[src/rtl/rr_sel_arbiter_if.sv]
// Request/select bundle between the K requesting sources, the round-robin
// arbiter and the downstream consumer of the K-to-1 word mux.
interface rr_sel_arbiter_if #(
    parameter int K = 4
);
    localparam int SW = $clog2(K);

    logic [K-1:0]  req;
    logic          out_ready;
    logic [SW-1:0] sel;
    logic [K-1:0]  grant;
    logic          out_valid;
    logic [SW-1:0] ptr_dbg;

    // Sources and consumer side: drives requests and ready, observes the select.
    modport master (
        output req,
        output out_ready,
        input  sel,
        input  grant,
        input  out_valid,
        input  ptr_dbg
    );

    // Arbiter side.
    modport slave (
        input  req,
        input  out_ready,
        output sel,
        output grant,
        output out_valid,
        output ptr_dbg
    );
endinterface

[src/rtl/rr_sel_arbiter.sv]
// Round-robin arbiter driving the select of a K-to-1 word mux.
// The chosen select is held until the consumer takes the word
// (out_valid & out_ready); on that edge arbitration re-runs immediately from
// the advanced pointer, so a continuously ready consumer sees one word per cycle.
// Every output comes straight from a register.
module rr_sel_arbiter #(
    parameter int K = 4
) (
    input  logic          clk,
    input  logic          rst_n,
    rr_sel_arbiter_if.slave bus
);
    localparam int SW = $clog2(K);

    typedef enum logic {
        IDLE = 1'b0,
        BUSY = 1'b1
    } state_t;

    state_t        state;
    state_t        state_nxt;
    logic [SW-1:0] sel_q;
    logic [SW-1:0] sel_nxt;
    logic [SW-1:0] ptr_q;
    logic [SW-1:0] ptr_nxt;
    logic [SW-1:0] ptr_adv;
    logic [K-1:0]  grant_q;
    logic [K-1:0]  grant_nxt;

    // First requester at or above base, wrapping modulo K; returns base when
    // nothing is requesting (callers only use the result when req != 0).
    function automatic logic [SW-1:0] rr_pick(input logic [K-1:0] r,
                                              input logic [SW-1:0] base);
        logic [SW-1:0] pick;
        logic          found;
        int            idx;
        pick  = base;
        found = 1'b0;
        for (int off = 0; off < K; off++) begin
            idx = int'(base) + off;
            if (idx >= K) begin
                idx = idx - K;
            end
            if (!found && r[idx]) begin
                pick  = SW'(idx);
                found = 1'b1;
            end
        end
        return pick;
    endfunction

    function automatic logic [K-1:0] one_hot(input logic [SW-1:0] i);
        logic [K-1:0] v;
        v    = '0;
        v[i] = 1'b1;
        return v;
    endfunction

    // Source just served drops to lowest priority; wrap explicitly so that
    // non-power-of-two K never produces an index >= K.
    assign ptr_adv = (sel_q == SW'(K - 1)) ? '0 : sel_q + SW'(1);

    // Next-state and next-output decode: arbitrate from IDLE, or re-arbitrate
    // on the handshake edge using the advanced pointer.
    always_comb begin
        state_nxt = state;
        sel_nxt   = sel_q;
        ptr_nxt   = ptr_q;
        grant_nxt = grant_q;
        case (state)
            IDLE: begin
                if (|bus.req) begin
                    sel_nxt   = rr_pick(bus.req, ptr_q);
                    grant_nxt = one_hot(sel_nxt);
                    state_nxt = BUSY;
                end
            end
            BUSY: begin
                if (bus.out_ready) begin
                    ptr_nxt = ptr_adv;
                    if (|bus.req) begin
                        sel_nxt   = rr_pick(bus.req, ptr_adv);
                        grant_nxt = one_hot(sel_nxt);
                    end else begin
                        grant_nxt = '0;
                        state_nxt = IDLE;
                    end
                end
            end
            default: begin
                grant_nxt = '0;
                state_nxt = IDLE;
            end
        endcase
    end

    // State, select, grant and pointer registers; reset drops any pending transfer.
    always_ff @(posedge clk or negedge rst_n) begin
        if (!rst_n) begin
            state   <= IDLE;
            sel_q   <= '0;
            ptr_q   <= '0;
            grant_q <= '0;
        end else begin
            state   <= state_nxt;
            sel_q   <= sel_nxt;
            ptr_q   <= ptr_nxt;
            grant_q <= grant_nxt;
        end
    end

    assign bus.sel       = sel_q;
    assign bus.grant     = grant_q;
    assign bus.out_valid = (state == BUSY);
    assign bus.ptr_dbg   = ptr_q;
endmodule
[src/flat_wrapper.sv]
// flat-port wrapper written by rule: the top's interface ports become plain ports
module rr_sel_arbiter_flat 
#(
    parameter int K = 4
)
  (clk, rst_n, bus_req, bus_out_ready, bus_sel, bus_grant, bus_out_valid, bus_ptr_dbg);
  rr_sel_arbiter_if #(.K(K)) bus_i ();
  input  logic clk;
  input  logic rst_n;
  input wire logic [$bits(bus_i.req)-1:0] bus_req;
  input wire logic [$bits(bus_i.out_ready)-1:0] bus_out_ready;
  output wire logic [$bits(bus_i.sel)-1:0] bus_sel;
  output wire logic [$bits(bus_i.grant)-1:0] bus_grant;
  output wire logic [$bits(bus_i.out_valid)-1:0] bus_out_valid;
  output wire logic [$bits(bus_i.ptr_dbg)-1:0] bus_ptr_dbg;
  assign bus_i.req = bus_req;
  assign bus_i.out_ready = bus_out_ready;
  assign bus_sel = bus_i.sel;
  assign bus_grant = bus_i.grant;
  assign bus_out_valid = bus_i.out_valid;
  assign bus_ptr_dbg = bus_i.ptr_dbg;
  rr_sel_arbiter #(.K(K)) u_core (.clk(clk), .rst_n(rst_n), .bus(bus_i));
endmodule
[config.mk]
export PLATFORM = sky130hd
export DESIGN_NAME = rr_sel_arbiter_flat
export DESIGN_NICKNAME = d
export VERILOG_FILES = /design/src/rtl/rr_sel_arbiter_if.sv /design/src/rtl/rr_sel_arbiter.sv /design/src/flat_wrapper.sv
export SDC_FILE = /design/constraint.sdc
export NUM_CORES = 1
export LEC_CHECK = 0
export ABC_AREA = 1
export BUFFER_PORTS_ARGS = -buffer_cell sky130_fd_sc_hd__buf_2
export CAP_MARGIN = 20
export CORE_ASPECT_RATIO = 1.5
export CORE_MARGIN = 3
export CORE_UTILIZATION = 55
export DETAILED_ROUTE_END_ITERATION = 10
export GPL_TIMING_DRIVEN = 1
export PLACE_DENSITY = 0.87
export RECOVER_POWER = 25
export SKIP_LAST_GASP = 1
export SLEW_MARGIN = 20
export SYNTH_ARGS = -nofsm -noshare
export SYNTH_HDL_FRONTEND = slang
export SYNTH_SLANG_ARGS = --single-unit
[constraint.sdc]
create_clock -name clk -period 2.18 [get_ports clk]
set_clock_uncertainty 0.2 [all_clocks]
set_input_delay 0.327 -clock clk [delete_from_list [all_inputs] [get_ports clk]]
set_output_delay 0.327 -clock clk [all_outputs]
set_load 0.03 [all_outputs]
# Yosys cells after proc, flatten, opt, wreduce, memory -nomap -nowiden
# Index checks and enable logic that the tools add are counted.
[word_totals] register_bits=9
[op_classes] order_cmp=20 muxes=102 reduce_logical=18 n_eq_ne=4 addsub=15 n_bitwise=1
[ops] operator="$mux 32" count=28
[ops] operator="$lt 32x4->1 const B" count=8
[ops] operator="$ge 32x4->1 const B" count=6
[ops] operator="$sub 32x4->32 const B" count=6
[ops] operator="$mux 1" count=41
[ops] operator="$mux 2" count=17
[ops] operator="$bmux 1 s2" count=8
[ops] operator="$add 2x2->3 const B" count=4
[ops] operator="$mux 4" count=3
[ops] operator="$logic_and 1x1->1" count=8
[ops] operator="$pmux 4 s2" count=1
[ops] operator="$sub 2x3->4 const B" count=2
[ops] operator="$add 2x1->3 const B" count=2
[ops] operator="$ge 2x3->1 const B" count=2
[ops] operator="$logic_not 1->1" count=6
[ops] operator="$lt 2x3->1 const B" count=2
[ops] operator="$demux 1 s2" count=2
[ops] operator="$ge 2x1->1 const B" count=2
[ops] operator="$ne 2x2->1 const B" count=2
[ops] operator="$pmux 2 s2" count=1
[ops] operator="$reduce_and 2->1" count=2
[ops] operator="$reduce_or 4->1" count=1
[ops] operator="$reduce_and 3->1" count=1
[ops] operator="$add 2x1->2 const B" count=1
[ops] operator="other kinds (4)" count=4

# Depth between registers and ports, before layout
# Gate-level depths: netlist (run 1).
[logic_depth] ltp_word=39 depth_mapped=17

# Worst setup path before layout (run 1)
# Ideal clock, no wire load.
[synth_path] kind="reg-to-reg" startpoint="reg u_core.sel_q[0] (netlist: u_core.bus.sel[0])" endpoint="reg u_core.grant_q[1] (netlist: u_core.bus.grant[1])" n_path_buf=0 path_stages_with_launch=16 path_slack_ns=0.012 t_arrival_ns=1.851 synth_period_minus_slack_ns=2.168 cell_sequence="dfrtp_1 ha_1 inv_2 nand2_2 nand2_4 nand2_2 nand2_2 nand2_1 inv_2 nand2_4 inv_2 nand2_2 nand2_2 nor2_1 nor2_1 nor2_1"
[synth_between] elab_chain_len=39
[synth_lines] element="start, declared" line="rr_sel_arbiter.sv:22" text="logic [SW-1:0] sel_q;"
[synth_lines] element="start signal, assigned" line="rr_sel_arbiter.sv:106" text="sel_q <= sel_nxt;"
[synth_lines] element="$add 2x1->2 / $eq 2x2->1 (equally long branches)" line="rr_sel_arbiter.sv:61" text="assign ptr_adv = (sel_q == SW'(K - 1)) ? '0 : sel_q + SW'(1);"
[synth_lines] element="$mux 2 *" line="rr_sel_arbiter.sv:61"
[synth_lines] element="named net u_core.ptr_adv[1]" line="rr_sel_arbiter.sv:26" text="logic [SW-1:0] ptr_adv;"
[synth_lines] element="parallel branches: the longest is 26 deep, another holds $sub 32x4->32"
[synth_lines] element="$mux 2 *" line="rr_sel_arbiter.sv:44" text="if (!found && r[idx]) begin"
[synth_lines] element="$mux 2 *" line="rr_sel_arbiter.sv:81" text="if (|bus.req) begin"
[synth_lines] element="$mux 2 *" line="rr_sel_arbiter.sv:79" text="if (bus.out_ready) begin"
[synth_lines] element="$mux 2 *" line="rr_sel_arbiter.sv:70" text="case (state)"
[synth_lines] element="$lt 2x3->1 (not written as such) / $ge 2x1->1 (equally long branches)" line="rr_sel_arbiter.sv:55" text="v[i] = 1'b1;"
[synth_lines] element="$logic_and 1x1->1 (not written as such)" line="rr_sel_arbiter.sv:55"
[synth_lines] element="$mux 1 (not written as such)" line="rr_sel_arbiter.sv:55"
[synth_lines] element="$demux 1 s2 *"
[synth_lines] element="$mux 4 *" line="rr_sel_arbiter.sv:81"
[synth_lines] element="$mux 4 *" line="rr_sel_arbiter.sv:79"
[synth_lines] element="$pmux 4 s2 *" line="rr_sel_arbiter.sv:70"
[synth_lines] element="end signal, assigned" line="rr_sel_arbiter.sv:108" text="grant_q <= grant_nxt;"
[synth_lines] element="end, declared" line="rr_sel_arbiter.sv:27" text="logic [K-1:0] grant_q;"
# Mark *: on every way through the listed nets, which the timed path passes. The select of a mux whose other input is x is not followed.
# A chain may end at the register's enable or synchronous reset.

# Worst setup path after layout (run 1)
[layout_path] startpoint="reg u_core.sel_q[1] (netlist: u_core.bus.sel[1])" endpoint="reg u_core.grant_q[2] (netlist: u_core.bus.grant[2])"
# Same word-level chain as after synthesis.

==> reports/results.ini, run 1 <==
[clock_tree]
cts.clk_slew.worst_paths_ns=0.06
cts-htree-levels=1
clock_insertion_delay_worst_skew_ns=0.25
clk_root_buffer_cell=sky130_fd_sc_hd__clkbuf_4
cts_sinks=9
ctsLongestPathBuffers=2
clock_tree_from_tritoncts=built
cts_buffers=3

[logic_synthesis]
synth_nets=224
mappedNetlistArea_sq_um=1240
yosysUniqueCellTypes=25
synthCells=216
synth_warnings=0
avgSynthCellArea_sq_um=5.76
flip_flop_and_latch_count_after_synthesis=9
synth.yosys.seq_area_share_pct=18.1

[placement]
port_buffers=15
gp_routability_congestion=0.856
place.detailed.hpwl_um=2200
post-place-ws_ns=-0.00602
placement.cell_area_sq_um=1340

[setup_path]
timing.reg2reg.worst_path_depth=15
path_class=flop to flop
path_max_fanout=7
critical_path_arrival_ns=2.05
end_kind=flop
setup.worst_path.start_class=flop
worst-endpoint-required_ns=2.18

[layout]
antenna_cells=0
layout.nets=247
area_delta_synth_final_pct=13.6
final_cell_area_sq_um=1410
post_route_cells_drive_above_1_share_pct=29.4

[global_routing]
grt.total_usage_pct=21.1
globalRoute.totalOverflow=0
antenna_found_initial=0
grt_max_degree=11
grt_pass1_vias=1215
grt_first_pass_wirelength_um=4770

[floorplan]
initial_utilization_pct=59.9
pin_count=16
design.die.area_sq_um=2880
core_region_area_sq_um=2080
fp.dieH_um=64.2
die_width_um=44.8
rows=20

[min_path]
holdPathStages=2
hold_class=input port to flop

[routing]
route.detailed.vias_per_inst=5.19
remaining_drc_errors=0
first_pass_iters=4
drt_iter0_drc=23
wl_per_cell_um=10.9
antenna_violating_nets_post_route=0
drt-total-wl_um=2840
vias=1350

[flow_run]
maxCapViolations=0

[timing]
hold_ws_ns=0.0787
fin_crit_sh_pct=94.1
finalSetupViolCount=0
timing.final.crit_period_ns=2.05
timing_max_transition_violations_final=0
grt_setup_unrepaired=yes
maxSlewHeadroom_pct=65.6
maxClockFrequency_mhz=488
final.setup.tns_ns=0
worst_margin_slew_ns=0.516
setup_ws_final_ns=0.129
finalHoldViolCount=0

[outcome]
outcome=finished clean

worst paths after layout:
path / start / to / slack (ns)
worst max-delay path: u_core.bus.sel[1] / u_core.bus.grant[2] / 0.13
worst min-delay path: bus_out_ready / u_core.bus.out_valid / 0.08
worst max register to register: u_core.bus.sel[1] / u_core.bus.grant[2] / 0.13
worst min register to register: u_core.bus.grant[2] / u_core.bus.grant[2] / 0.28
max in group asynchronous: rst_n / u_core.bus.ptr_dbg[0] / 1.06
min in group asynchronous: rst_n / u_core.bus.grant[0] / 0.35
what timing repair did:
item / in CTS / in global routing
hold endpoints to repair: 9 / 0
pin swaps: 0 / 4
setup endpoints to repair: 4 / 6
buffers inserted: 0 / 2
hold buffers: 1 / 0
resized for setup: 1 / 8
cell usage after synthesis, drive strengths merged:
| master | number | share of area, % |
|---|---|---|
| o21ai | 6 | 2.4 |
| nor2 | 19 | 8.5 |
| a31oi | 1 | 0.50 |
| nor4 | 1 | 1.0 |
| nand2 | 123 | 45 |
| clkinv | 1 | 0.30 |
| buf | 3 | 2.4 |
| dfrtp | 9 | 18 |
| nand3 | 26 | 12 |
| ha | 1 | 1.0 |
| a21oi | 1 | 0.40 |
| nand4 | 2 | 1.5 |
| o211ai | 1 | 0.60 |
| inv | 22 | 6.8 |
metal layers:
layer	track usage, %	wire [um]	up-vias
met5	0	0	-
met4	10.6	70	0
met3	2.25	79	8
met2	37.1	1500	30
met1	24.0	1190	592
li1	-	-	720
stage by stage:
step | instances | util, %
6_report | 260 | 68.0
5_1_grt | 260 | 68.0
4_1_cts | 258 | 66.3
3_5_place_dp | 253 | 64.5
3_3_place_gp | 253 | 64.5
2_1_floorplan | 216 | -
cells by family after synthesis:
| family | Yosys count | share of synthesized area, % |
|---|---|---|
| AOI/OAI and AO/OA | 9 | 3.92 |
| adders and majority gates | 1 | 1.01 |
| buffers and inverters | 26 | 9.56 |
| DFF | 9 | 18.1 |
| and+or+nand+nor | 171 | 67.4 |
state kept, by name, summed over array words and instances, names as in the netlist:
signal                flops
u_core.bus.sel            2
u_core.bus.ptr_dbg        2
u_core.bus.grant          4
u_core.bus.out_valid      1
cell type report:
cell class	count	area (sq um)
well taps	22	27.5
repair buffers	21	123
flip-flops and latches	9	228
inverters	23	93.8
fillers	207	664
clock buffers	4	26.3
multi-input cells	181	915
cells in the final DEF (no fill, tap or decap), types with 2 or more instances in the layout:
cell | netlist | final
sky130_fd_sc_hd__nor2_1 | 15 | 15
sky130_fd_sc_hd__nand2_4 | 8 | 8
sky130_fd_sc_hd__clkbuf_4 | 0 | 3
sky130_fd_sc_hd__buf_2 | 0 | 14
sky130_fd_sc_hd__nand2_2 | 14 | 15
sky130_fd_sc_hd__dfrtp_1 | 9 | 7
sky130_fd_sc_hd__clkbuf_1 | 0 | 2
sky130_fd_sc_hd__inv_2 | 11 | 11
sky130_fd_sc_hd__inv_1 | 10 | 9
sky130_fd_sc_hd__nor2_4 | 2 | 2
sky130_fd_sc_hd__nand2_1 | 101 | 100
sky130_fd_sc_hd__nand3_2 | 3 | 3
sky130_fd_sc_hd__dfrtp_2 | 0 | 2
sky130_fd_sc_hd__nand3_1 | 23 | 23
sky130_fd_sc_hd__o21ai_0 | 5 | 5
sky130_fd_sc_hd__buf_4 | 1 | 3
worst max-delay path, stage by stage (launching register included):
cell	delay, ns
sky130_fd_sc_hd__dfrtp_1	0.42
sky130_fd_sc_hd__ha_4	0.35
sky130_fd_sc_hd__inv_6	0.06
sky130_fd_sc_hd__nand2_2	0.08
sky130_fd_sc_hd__nand2_4	0.07
sky130_fd_sc_hd__nand2_1	0.06
sky130_fd_sc_hd__nand2_1	0.08
sky130_fd_sc_hd__nor2_4	0.14
sky130_fd_sc_hd__nand2_4	0.09
sky130_fd_sc_hd__nand2_1	0.07
sky130_fd_sc_hd__nand3_1	0.09
sky130_fd_sc_hd__inv_1	0.06
sky130_fd_sc_hd__nand2_1	0.06
sky130_fd_sc_hd__nand2_1	0.06
sky130_fd_sc_hd__nand2_1	0.04
sky130_fd_sc_hd__nand2_1	0.05
Power of run 1 is left out: the tool's default activity adds up to more than one toggle a clock period on the data nets, which glitch-free logic cannot reach.
==> run 2: changes to the inputs <==
- MAX_ROUTING_LAYER: not set -> met4
- PLACE_DENSITY: 0.87 -> 0.76
==> run 2 against run 1 <==
Effect of this change: sequential share of layout area fell by 0.97 points; via count up 4.9%; largest cell class unchanged; critical path depth stayed put; sequential cell count stayed put; worst setup slack lost 0.067 ns; routed wire length increased by 14%; final cell count grew 1.2%.
==> reports/results.ini, run 2 (synthesis results as in run 1) <==
[routing]
first_pass_iters=4  ; unchanged
remaining_drc_errors=0  ; unchanged
antenna_violating_nets_post_route=0  ; unchanged
drt_iter0_drc=35  ; +52%
drt-total-wl_um=3240  ; +14%
wl_per_cell_um=12.3  ; +13%
route.detailed.vias_per_inst=5.38  ; +3.7%
vias=1416  ; +4.9%

[layout]
fill_cells=189  ; -8.7%
layout_commonest_cell=sky130_fd_sc_hd__nand2_1
post_route_cells_drive_above_1_share_pct=35.3  ; +5.9 points
area_delta_synth_final_pct=20.8
final_cell_mix=sky130_fd_sc_hd__nand2_1, sky130_fd_sc_hd__nand3_1, sky130_fd_sc_hd__nand2_2, sky130_fd_sc_hd__buf_2, sky130_fd_sc_hd__nor2_1
antenna_cells=0  ; unchanged
final_cell_area_sq_um=1500  ; +6.4%
largest_register_ffs=4  ; unchanged
layout.nets=250  ; +1.2%

[floorplan]
core_region_area_sq_um=2080  ; unchanged
fp.dieH_um=64.2  ; unchanged
initial_utilization_pct=59.9  ; unchanged
pin_count=16  ; unchanged
rows=20  ; unchanged
die_width_um=44.8  ; unchanged
design.die.area_sq_um=2880  ; unchanged

[clock_tree]
clk_root_buffer_cell=sky130_fd_sc_hd__clkbuf_4
ctsLongestPathBuffers=2  ; unchanged
clock_insertion_delay_worst_skew_ns=0.27  ; +0.02 ns
cts_sinks=9  ; unchanged
clock_tree_from_tritoncts=built
cts-htree-levels=1  ; unchanged
cts_buffers=3  ; unchanged
cts.clk_slew.worst_paths_ns=0.06  ; about the same

[timing]
maxSlewHeadroom_pct=67.0  ; +1.4 points
fin_crit_sh_pct=97.2  ; +3.1 points
timing.final.crit_period_ns=2.12  ; +0.0671 ns
maxClockFrequency_mhz=472  ; -3.2%
timing_max_transition_violations_final=0  ; unchanged
grt_setup_unrepaired=yes
finalSetupViolCount=0  ; unchanged
worst_margin_slew_ns=0.496  ; -0.0206 ns
finalHoldViolCount=0  ; unchanged

[global_routing]
grt_first_pass_wirelength_um=5390  ; +13%
grt_pass1_vias=1312  ; +8.0%
grt.total_usage_pct=24.6  ; +3.5 points
antenna_found_initial=0  ; unchanged
globalRoute.totalOverflow=0  ; unchanged
grt_max_degree=11  ; unchanged

[setup_path]
worst-endpoint-required_ns=2.14  ; -0.04 ns
path_class=flop to flop
timing.reg2reg.worst_path_depth=15  ; unchanged
path_max_fanout=5  ; -2
setup.worst_path.start_class=flop
critical_path_arrival_ns=2.08  ; +0.03 ns
end_kind=flop

[min_path]
holdPathStages=2  ; unchanged
hold_class=input port to flop

[outcome]
outcome=finished clean

[placement]
place.detailed.hpwl_um=2420  ; +9.8%
port_buffers=15  ; unchanged
placement.cell_area_sq_um=1340  ; unchanged
gp_routability_congestion=0.954  ; +11%

[flow_run]
maxCapViolations=0  ; unchanged

==> run 2: final cells by class <==
type                            count  area, sq um  share of cell area (%)
Multi-Input combinational cell    181          972                    64.7
Sequential cell                     9          228                    15.2
Inverter                           23         93.8                    6.24
Tap cell                           22         27.5                    1.83
Clock buffer                        4         26.3                    1.75
Timing Repair Buffer               24          155                    10.3
==> run 2: metal layers <==
metal / track usage (%) / routed length (um)
met1: 28.6 / 1320
met2: 41.9 / 1770
met3: 2.25 / 90
met4: 9.89 / 61
met5: - / 0
==> run 2: critical path, cell delays in order, from the launching register on <==
cell                      delay, ns
sky130_fd_sc_hd__dfrtp_1       0.44
sky130_fd_sc_hd__ha_4          0.34
sky130_fd_sc_hd__buf_6         0.11
sky130_fd_sc_hd__nand2_2       0.06
sky130_fd_sc_hd__nand2_4       0.09
sky130_fd_sc_hd__nand2_2       0.05
sky130_fd_sc_hd__nand2_2       0.09
sky130_fd_sc_hd__nand3_2       0.10
sky130_fd_sc_hd__inv_1         0.11
sky130_fd_sc_hd__nand2_1       0.07
sky130_fd_sc_hd__nand3_2       0.09
sky130_fd_sc_hd__nand2_4       0.07
sky130_fd_sc_hd__nand2_1       0.06
sky130_fd_sc_hd__nand2_1       0.05
sky130_fd_sc_hd__nand2_1       0.05
sky130_fd_sc_hd__nand2_1       0.05
==> run 2: repair_timing <==
action,4_1_cts,5_1_grt
hold endpoints to repair,9,0
endpoints found under the setup margin,2,6
resized for setup,1,26
buffers inserted,0,5
hold buffers,1,0
pin swaps,0,11
==> run 2: stage by stage <==
step           setup WS (ns)  hold WS (ns)  instances  TNS (ns)  util, %
6_report              0.0617        0.0792        263         0     72.3
5_1_grt              -0.0682        0.0871        263    -0.224     72.3
4_1_cts               0.0156        0.0775        258         0     66.3
3_5_place_dp         0.00421       -0.0102        253         0     64.5
3_3_place_gp          0.0539       -0.0152        253         0     64.5
2_1_floorplan         0.0121        -0.169        216         0        -
==> run 2: path summary, 6_finish.rpt <==
path	startpoint	to	slack (ns)
max	u_core.bus.sel[1]	u_core.bus.sel[1]	0.06
min	bus_out_ready	u_core.bus.out_valid	0.08
max in group asynchronous	rst_n	u_core.bus.ptr_dbg[0]	1.09
min reg2reg	u_core.bus.grant[2]	u_core.bus.grant[2]	0.29
max reg2reg	u_core.bus.sel[1]	u_core.bus.sel[1]	0.06
min in group asynchronous	rst_n	u_core.bus.grant[3]	0.33
Power of run 2 is left out for the same reason.
